==> config.mk <==
export PLATFORM = sky130hd
export DESIGN_NAME = setcc_flagunit
export DESIGN_NICKNAME = d
export VERILOG_FILES = /design/src/rtl/setcc_flagunit.sv
export SDC_FILE = /design/constraint.sdc
export NUM_CORES = 1
export LEC_CHECK = 0
export ABC_AREA = 0
export BUFFER_PORTS_ARGS = -buffer_cell sky130_fd_sc_hd__buf_2
export CAP_MARGIN = 20
export CORE_MARGIN = 4
export CORE_UTILIZATION = 28
export CTS_CLUSTER_SIZE = 40
export DETAILED_ROUTE_END_ITERATION = 8
export PLACE_DENSITY = 0.43
export SLEW_MARGIN = 40
export SYNTH_ARGS = -nofsm -noshare
export SYNTH_HDL_FRONTEND = slang
export SYNTH_SLANG_ARGS = --single-unit
==> constraint.sdc <==
create_clock -name clk -period 12.07 [get_ports clk]
set_clock_uncertainty 0.15 [all_clocks]
set_input_delay 0 -clock clk [delete_from_list [all_inputs] [get_ports clk]]
set_output_delay 0 -clock clk [all_outputs]
set_load 0.005 [all_outputs]
==> src/rtl/setcc_flagunit.sv <==
// Registered ALU condition-flag unit: WIDTH-bit result plus C/Z/N/V flags,
// an architectural flag register, a save/restore flag stack and a branch condition evaluator.
module setcc_flagunit #(
  parameter int WIDTH       = 32,
  parameter int STACK_DEPTH = 4
) (
  input  logic             clk,
  input  logic             rst,
  input  logic [WIDTH-1:0] op1,
  input  logic [WIDTH-1:0] op2,
  input  logic [2:0]       op,
  input  logic             in_valid,
  input  logic             flag_we,
  output logic [WIDTH:0]   result,
  output logic             out_valid,
  output logic             c,
  output logic             z,
  output logic             n,
  output logic             v,
  input  logic [3:0]       cond,
  output logic             cond_true,
  input  logic             push,
  input  logic             pop,
  output logic             stack_full,
  output logic             stack_empty,
  output logic             stack_err
);

  // Handshake: in_valid qualifies op/op1/op2/flag_we at a rising edge; out_valid is
  // high for exactly the following cycle. There is no backpressure and no stall.

  localparam logic [2:0] OP_ADD = 3'd0;
  localparam logic [2:0] OP_SUB = 3'd1;
  localparam logic [2:0] OP_CMP = 3'd2;
  localparam logic [2:0] OP_ADC = 3'd3;
  localparam logic [2:0] OP_SBB = 3'd4;
  localparam logic [2:0] OP_AND = 3'd5;
  localparam logic [2:0] OP_OR  = 3'd6;
  localparam logic [2:0] OP_XOR = 3'd7;

  localparam int         SPW     = $clog2(STACK_DEPTH) + 1;
  localparam logic [SPW-1:0] SP_FULL = SPW'(STACK_DEPTH);

  logic [WIDTH:0]   result_q;
  logic             out_valid_q;
  logic [3:0]       flags_q, flags_d;   // {c, z, n, v}
  logic [SPW-1:0]   sp_q, sp_d;
  logic             full_q, empty_q, err_q;
  logic [3:0]       stack_q [STACK_DEPTH];

  logic [WIDTH-1:0] b_eff;
  logic             cin;
  logic             is_logic;
  logic [WIDTH:0]   sum;
  logic [WIDTH:0]   alu_res;
  logic [3:0]       alu_flags;
  logic             do_push, do_pop, err_set;
  logic [SPW-2:0]   push_idx, pop_idx;

  always_comb begin
    b_eff    = op2;
    cin      = 1'b0;
    is_logic = 1'b0;
    case (op)
      OP_ADD:         ;
      OP_SUB, OP_CMP: begin b_eff = ~op2; cin = 1'b1;       end
      OP_ADC:         cin = flags_q[3];
      OP_SBB:         begin b_eff = ~op2; cin = flags_q[3]; end
      default:        is_logic = 1'b1;
    endcase
    sum = {1'b0, op1} + {1'b0, b_eff} + {{WIDTH{1'b0}}, cin};
    case (op)
      OP_AND:  alu_res = {1'b0, op1 & op2};
      OP_OR:   alu_res = {1'b0, op1 | op2};
      OP_XOR:  alu_res = {1'b0, op1 ^ op2};
      default: alu_res = sum;
    endcase
    // Overflow: both effective operands share a sign that the result does not.
    alu_flags[3] = is_logic ? 1'b0 : alu_res[WIDTH];
    alu_flags[2] = (alu_res[WIDTH-1:0] == '0);
    alu_flags[1] = alu_res[WIDTH-1];
    alu_flags[0] = is_logic ? 1'b0 :
                   ((op1[WIDTH-1] == b_eff[WIDTH-1]) && (alu_res[WIDTH-1] != op1[WIDTH-1]));
  end

  // Simultaneous push and pop cancel; boundary violations only raise the sticky error.
  always_comb begin
    do_push  = push & ~pop & ~full_q;
    do_pop   = pop & ~push & ~empty_q;
    err_set  = (push & ~pop & full_q) | (pop & ~push & empty_q);
    push_idx = sp_q[SPW-2:0];
    pop_idx  = sp_q[SPW-2:0] - (SPW-1)'(1);
    sp_d     = sp_q;
    if (do_push) sp_d = sp_q + SPW'(1);
    if (do_pop)  sp_d = sp_q - SPW'(1);
    flags_d = flags_q;
    if (in_valid && flag_we) flags_d = alu_flags;
    else if (do_pop)         flags_d = stack_q[pop_idx];
  end

  always_ff @(posedge clk) begin
    if (rst) begin
      result_q    <= '0;
      out_valid_q <= 1'b0;
      flags_q     <= 4'b0000;
      sp_q        <= '0;
      full_q      <= 1'b0;
      empty_q     <= 1'b1;
      err_q       <= 1'b0;
    end else begin
      out_valid_q <= in_valid;
      if (in_valid && (op != OP_CMP)) result_q <= alu_res;
      flags_q <= flags_d;
      sp_q    <= sp_d;
      full_q  <= (sp_d == SP_FULL);
      empty_q <= (sp_d == '0);
      err_q   <= err_q | err_set;
    end
  end

  always_ff @(posedge clk) begin
    if (!rst && do_push) stack_q[push_idx] <= flags_q;
  end

  always_comb begin
    cond_true = 1'b0;
    case (cond)
      4'h0: cond_true = flags_q[2];
      4'h1: cond_true = ~flags_q[2];
      4'h2: cond_true = flags_q[3];
      4'h3: cond_true = ~flags_q[3];
      4'h4: cond_true = flags_q[1];
      4'h5: cond_true = ~flags_q[1];
      4'h6: cond_true = flags_q[0];
      4'h7: cond_true = ~flags_q[0];
      4'h8: cond_true = flags_q[3] & ~flags_q[2];
      4'h9: cond_true = ~flags_q[3] | flags_q[2];
      4'hA: cond_true = (flags_q[1] == flags_q[0]);
      4'hB: cond_true = (flags_q[1] != flags_q[0]);
      4'hC: cond_true = ~flags_q[2] & (flags_q[1] == flags_q[0]);
      4'hD: cond_true = flags_q[2] | (flags_q[1] != flags_q[0]);
      4'hE: cond_true = 1'b1;
      4'hF: cond_true = 1'b0;
      default: cond_true = 1'b0;
    endcase
  end

  assign result      = result_q;
  assign out_valid   = out_valid_q;
  assign c           = flags_q[3];
  assign z           = flags_q[2];
  assign n           = flags_q[1];
  assign v           = flags_q[0];
  assign stack_full  = full_q;
  assign stack_empty = empty_q;
  assign stack_err   = err_q;

endmodule

# Word-level counts from Yosys, hierarchy flattened
# Memory sizes are Yosys's and may differ from the RTL's.
# Index checks and enable logic that the tools add are counted.
# op_classes
addsub	5
eq_ne	28
muxes	12
bitwise_logic	24
reduce_logical	14
# op_table
cell	n
one-hot mux 33 bit (3 select lines)	1
adder 32 x 32 -> 33 bit	1
adder 33 x 1 -> 33 bit	1
bitwise AND 32 bit	1
== test 4 bit (second input constant)	8
zero test 32 bit	1
2-to-1 mux 32 bit	1
inverter 32 bit	1
OR 32 bit	1
XOR 32 bit	1
== test 4 x 3 -> 1 bit (second input constant)	4
one-hot mux 1 bit (16 select lines)	1
== test 3 bit (second input constant)	5
bitwise AND 1 bit	8
== test 4 x 2 -> 1 bit (second input constant)	2
2-to-1 mux 4 bit	2
inverter 1 bit	8
== test 3 x 2 -> 1 bit (second input constant)	2
zero test 3 bit	2
2-to-1 mux 3 bit	2
OR reduction 5 bit	1
== test 4 x 1 -> 1 bit (second input constant)	1
logical AND 1 bit	4
zero test 4 bit	1
other kinds (14)	23
# word_totals
register_bits	44
mem_bits_rw	16
word_cells	91
n_memories	1
# mem_list
memory	depth	width	read_ports	rd_clocked_by_memory_dff	write_ports	line	source
stack_q	4	4	1	0	1	49	logic [3:0] stack_q [STACK_DEPTH];

# Longest topological paths before layout
# logic_depth
depth_word	10
ltp_mapped	21

# Worst setup path before layout
# Ideal clock, no wire load.
# synth_timing
path_type	input to register
from	in op[1]
to	reg flags_q[2]
t_arrival_ns	4.491
t_required_ns	11.833
setup_slack_ns	7.342
cell_stages	20
path_buffers	5
path_cell_list	buf_2 > buf_2 > buf_2 > buf_2 > xor2_1 > o21ai_1 > buf_2 > xnor2_1 > fa_1 > inv_1 > fa_1 > a211oi_1 > o21ai_2 > a311oi_1 > a211o_1 > a21oi_1 > o31ai_1 > nand3_1 > a32o_1 > o31ai_1
# synth_between
elab_chain_cells	8
# synth_lines
item	line	source
start: declaration	11	input logic [2:0] op,
== test 3 bit, or another cell as far along	64	case (op)
OR reduction 3 bit (no line)	-	
2-to-1 mux 32 bit	-	
adder 32 x 32 -> 33 bit	71	sum = {1'b0, op1} + {1'b0, b_eff} + {{WIDTH{1'b0}}, cin};
adder 33 x 1 -> 33 bit	71	
one-hot mux 33 bit (3 select lines) (*)	72	case (op)
zero test 32 bit (*)	80	alu_flags[2] = (alu_res[WIDTH-1:0] == '0);
2-to-1 mux 4 bit (*)	97	if (in_valid && flag_we) flags_d = alu_flags;
end signal: assignment	113	flags_q <= flags_d;
end: declaration	46	logic [3:0] flags_q, flags_d;
# Every way passes the cells marked *; elsewhere a longest branch is shown, timed or not.
# A chain may end at the register's enable or synchronous reset.

# Worst setup path in the final report
# layout_timing
from	in op[2]
to	reg flags_q[2]
# The elaborated chain is that of the path after synthesis.

==> impl_metrics.csv <==
group,metric,value,unit
global_routing,antenna_found_initial,0,
place,dp_hpwl,17.8,mm
power,seqPwrFrac,0.263,
route,remaining_drc_errors,0,
synth,synthCells,848,
cells_and_area,layoutNonFillerInstCount,1273,
clock_tree,clkSinkCount,60,
place,dpl.cell_count,1253,
sta,fin_crit_sh,0.382,
floorplanning,die_height,165,um
critical_path,cp-end-kind,"flop",
run,drv_cap,0,
global_routing,grt-ovfl-total,0,
critical_path,cp_max_fo,44,
cells_and_area,fin_util,0.333,
clock_tree,clk_latency,330,ps
power,swShare,0.404,
route,ant_nets,0,
route,drtIter0Drc,411,
synth,synth_nets,1026,
synth,ys_warn_count,0,
outcome,status,"completed",
cells_and_area,fin_nets,1122,
cells_and_area,final_cell_area,8070,um^2
floorplanning,ios,119,
place,placed_area,7750,um^2
synth,synth_cell_types,75,
critical_path,cp.required,12160,ps
synth,ys.flop_type,"dfxtp_1",
cells_and_area,drive_gt1_frac,0.191,
critical_path,cp.arrival,4710,ps
global_routing,grt_max_degree,45,
sta,tns,0,ps
route,vias_per_cell,5.04,
sta,tightest_slew,640,ps
power,power_switching,0.367,mW
clock_tree,cts_buffers,9,
global_routing,grt.total_usage,0.165,
cells_and_area,diodes,0,
clock_tree,ctsResizeCount,0,
route,vias,6413,
critical_path,path_class,"in -> reg",
global_routing,grt_pass1_vias,6284,
synth,synth-seq-cells,60,
cells_and_area,n_fill_cell,2683,
min_path,hold_path.class,"in -> reg",
floorplanning,core_area,24200,um^2
power,clockPowerShare,0.266,
cells_and_area,regArea,1360,um^2
route,routed_wl,22.2,mm
sta,fmax,217,MHz
synth,postSynth.asyncResetShare,0,
cells_and_area,syn_to_final_growth,17.5,%
sta,fin_crit,4620,ps
cells_and_area,multiInputGateArea,5010,um^2
clock_tree,root_buffer,"clkbuf_16",
place,io_buffers,118,
floorplanning,die_area,27100,um^2
power,combPwrFrac,0.471,
place,gp_congestion,0.826,
power,max-vdd-ir-drop,0.0714,mV
clock_tree,clockBufferDepth,2,
power,p_per_area,113,nW/um^2
critical_path,startpoint_type,"primary input",
synth,syn_area,6870,um^2
clock_tree,cts_tree,"yes",
floorplanning,placementRows,57,
sta,finalSetupViolCount,0,
synth,synth.avg_cell_area,8.10,um^2
critical_path,slowest_stage,"a311oi_1",
critical_path,path_cells,"buf_2 -> buf_4 -> xor2_1 -> o21ai_4 -> buf_4 -> xnor2_1 -> fa_1 -> inv_1 -> fa_1 -> a211oi_1 -> o21ai_2 -> a311oi_1 -> a211o_1 -> a21oi_1 -> o31ai_1 -> nand3_1 -> a32o_1 -> o31ai_1",
synth,synth_edf_count,16,
floorplanning,start_util,0.283,
floorplanning,die_w,165,um
power,leakagePower,3.77,nW
route,post_drt_wl_per_cell,17.4,um
sta,rsz0062_at_grt,"false",
global_routing,grt_pass1_wl,35.4,mm
synth,seq_area_frac_synth,0.198,
sta,relSlewSlack,0.568,
clock_tree,clkTransAtPathRegs,60,ps
route,dr.pass1.iters,5,
sta,report.final.slew_viol_count,0,
clock_tree,h-tree-depth,3,
critical_path,cp_slowest_stage_delay,560,ps
sta,hold_viol,0,
clock_tree,hold_buffers,4,
clock_tree,post_cts_buffers,0,
power,intPower,0.542,mW
metrics by stage:
stage	hold WS, ps	power [mW]	worst slack, ps
floorplan	-40.1	0.539	7340
global placement	169	0.673	7120
detailed placement	162	0.672	7070
CTS	24.7	0.918	7380
global route	69.1	0.980	6860
finish	42.1	0.909	7450
cells by family after synthesis:
family / count (synthesis) / synth area share
AO/OA/AOI/OAI: 241 / 0.241
AND/OR/NAND/NOR: 219 / 0.155
buffers and inverters: 127 / 0.0752
adder cells (fa/ha/maj): 101 / 0.186
flip-flops: 60 / 0.198
XOR/XNOR: 52 / 0.0663
multiplexers: 48 / 0.0782
layout make-up:
| cell class | instances | area share |
|---|---|---|
| Sequential cell | 60 | 0.169 |
| Clock buffer | 9 | 0.0279 |
| Inverter | 78 | 0.0363 |
| Multi-Input combinational cell | 661 | 0.621 |
| Clock inverter | 7 | 0.00667 |
| Tap cell | 324 | 0.0502 |
| Timing Repair Buffer | 134 | 0.0893 |
synth_stat cells (3+ instances only):
cell type,n,area share
nor2b_1,4,0.0036
nor2_1,47,0.026
mux2i_1,39,0.057
dfxtp_1,44,0.13
or3_1,5,0.0046
and3_1,8,0.0073
mux4_2,4,0.013
a22oi_1,10,0.011
nor3_1,12,0.0087
and2_1,11,0.010
a21o_1,15,0.016
a211o_1,3,0.0038
a311oi_1,4,0.0051
a2111oi_0,3,0.0038
a211oi_1,13,0.014
o21ai_1,3,0.0022
nor4_1,6,0.0055
mux2_2,5,0.0082
a22o_1,15,0.019
or2_2,7,0.0064
o21ai_0,39,0.028
a31oi_1,3,0.0027
a32o_1,4,0.0058
o21a_1,7,0.0077
nand3b_1,3,0.0033
buf_1,5,0.0027
ha_1,99,0.18
xor2_1,8,0.010
nand3_1,16,0.012
a21boi_0,4,0.0044
buf_2,17,0.012
edfxtp_1,16,0.070
clkbuf_1,23,0.013
nand4_1,8,0.0073
o22ai_1,13,0.012
o31ai_1,7,0.0077
o211ai_1,9,0.0098
nand2b_1,6,0.0055
inv_1,78,0.043
a21oi_1,65,0.047
xnor2_1,44,0.056
a32oi_1,3,0.0038
nand2_1,76,0.042
critical path: cells and delay by family:
kind	cells	cell delay (ps)
xor+xnor	2	390
compound gates	9	2550
simple gates	1	120
buf+inv	4	1010
fa+ha+maj	2	630
layout by cell type, fill, tap and decap left out, types with 6 or more instances in the layout:
master	n
nand3_1	16
nand2b_1	6
edfxtp_1	16
nor3_1	12
o31ai_1	7
a22o_1	15
and3_1	8
buf_2	118
o21ai_0	39
nor2_1	47
o22ai_1	13
clkbuf_16	9
xnor2_1	44
dfxtp_1	44
nor4_1	6
a21oi_1	65
buf_4	12
or2_2	7
mux2i_1	39
nand2_1	76
xor2_1	8
a211oi_1	13
o211ai_1	9
o21a_1	7
a22oi_1	10
inv_1	78
nand4_1	8
ha_1	99
a21o_1	15
and2_1	11
power by group through the flow:
stage                     Clock, mW  Sequential (mW)  Combinational, mW
after floorplan                   0            0.239              0.300
after global placement            0            0.243              0.429
after detailed placement          0            0.244              0.429
after CTS                     0.247            0.239              0.432
after global routing          0.257            0.241              0.483
final                         0.242            0.239              0.428
worst paths after layout:
kind | slack [ps] | from | cells after the start | to
max | 7450 | op[2] | 18 | flags_q[2]
max reg2reg | 7920 | flags_q[3] | 13 | flags_q[2]
min reg2reg | 310 | result[8] | 2 | result[8]
min | 40 | flag_we | 3 | flags_q[1]
routing by layer:
metal | GRT usage | part of all wire
met3 | 0.0255 | 0.042
met4 | 0.0321 | 0.015
met1 | 0.230 | 0.48
met5 | 0 | 0
met2 | 0.270 | 0.46
sequential cells by signal, indices dropped and copies added (netlist names):
register	cells
stack_q	16
out_valid	1
result	33
stack_err	1
stack_empty	1
stack_full	1
sp_q	3
flags_q	4
(Power assumes the default switching activity.)
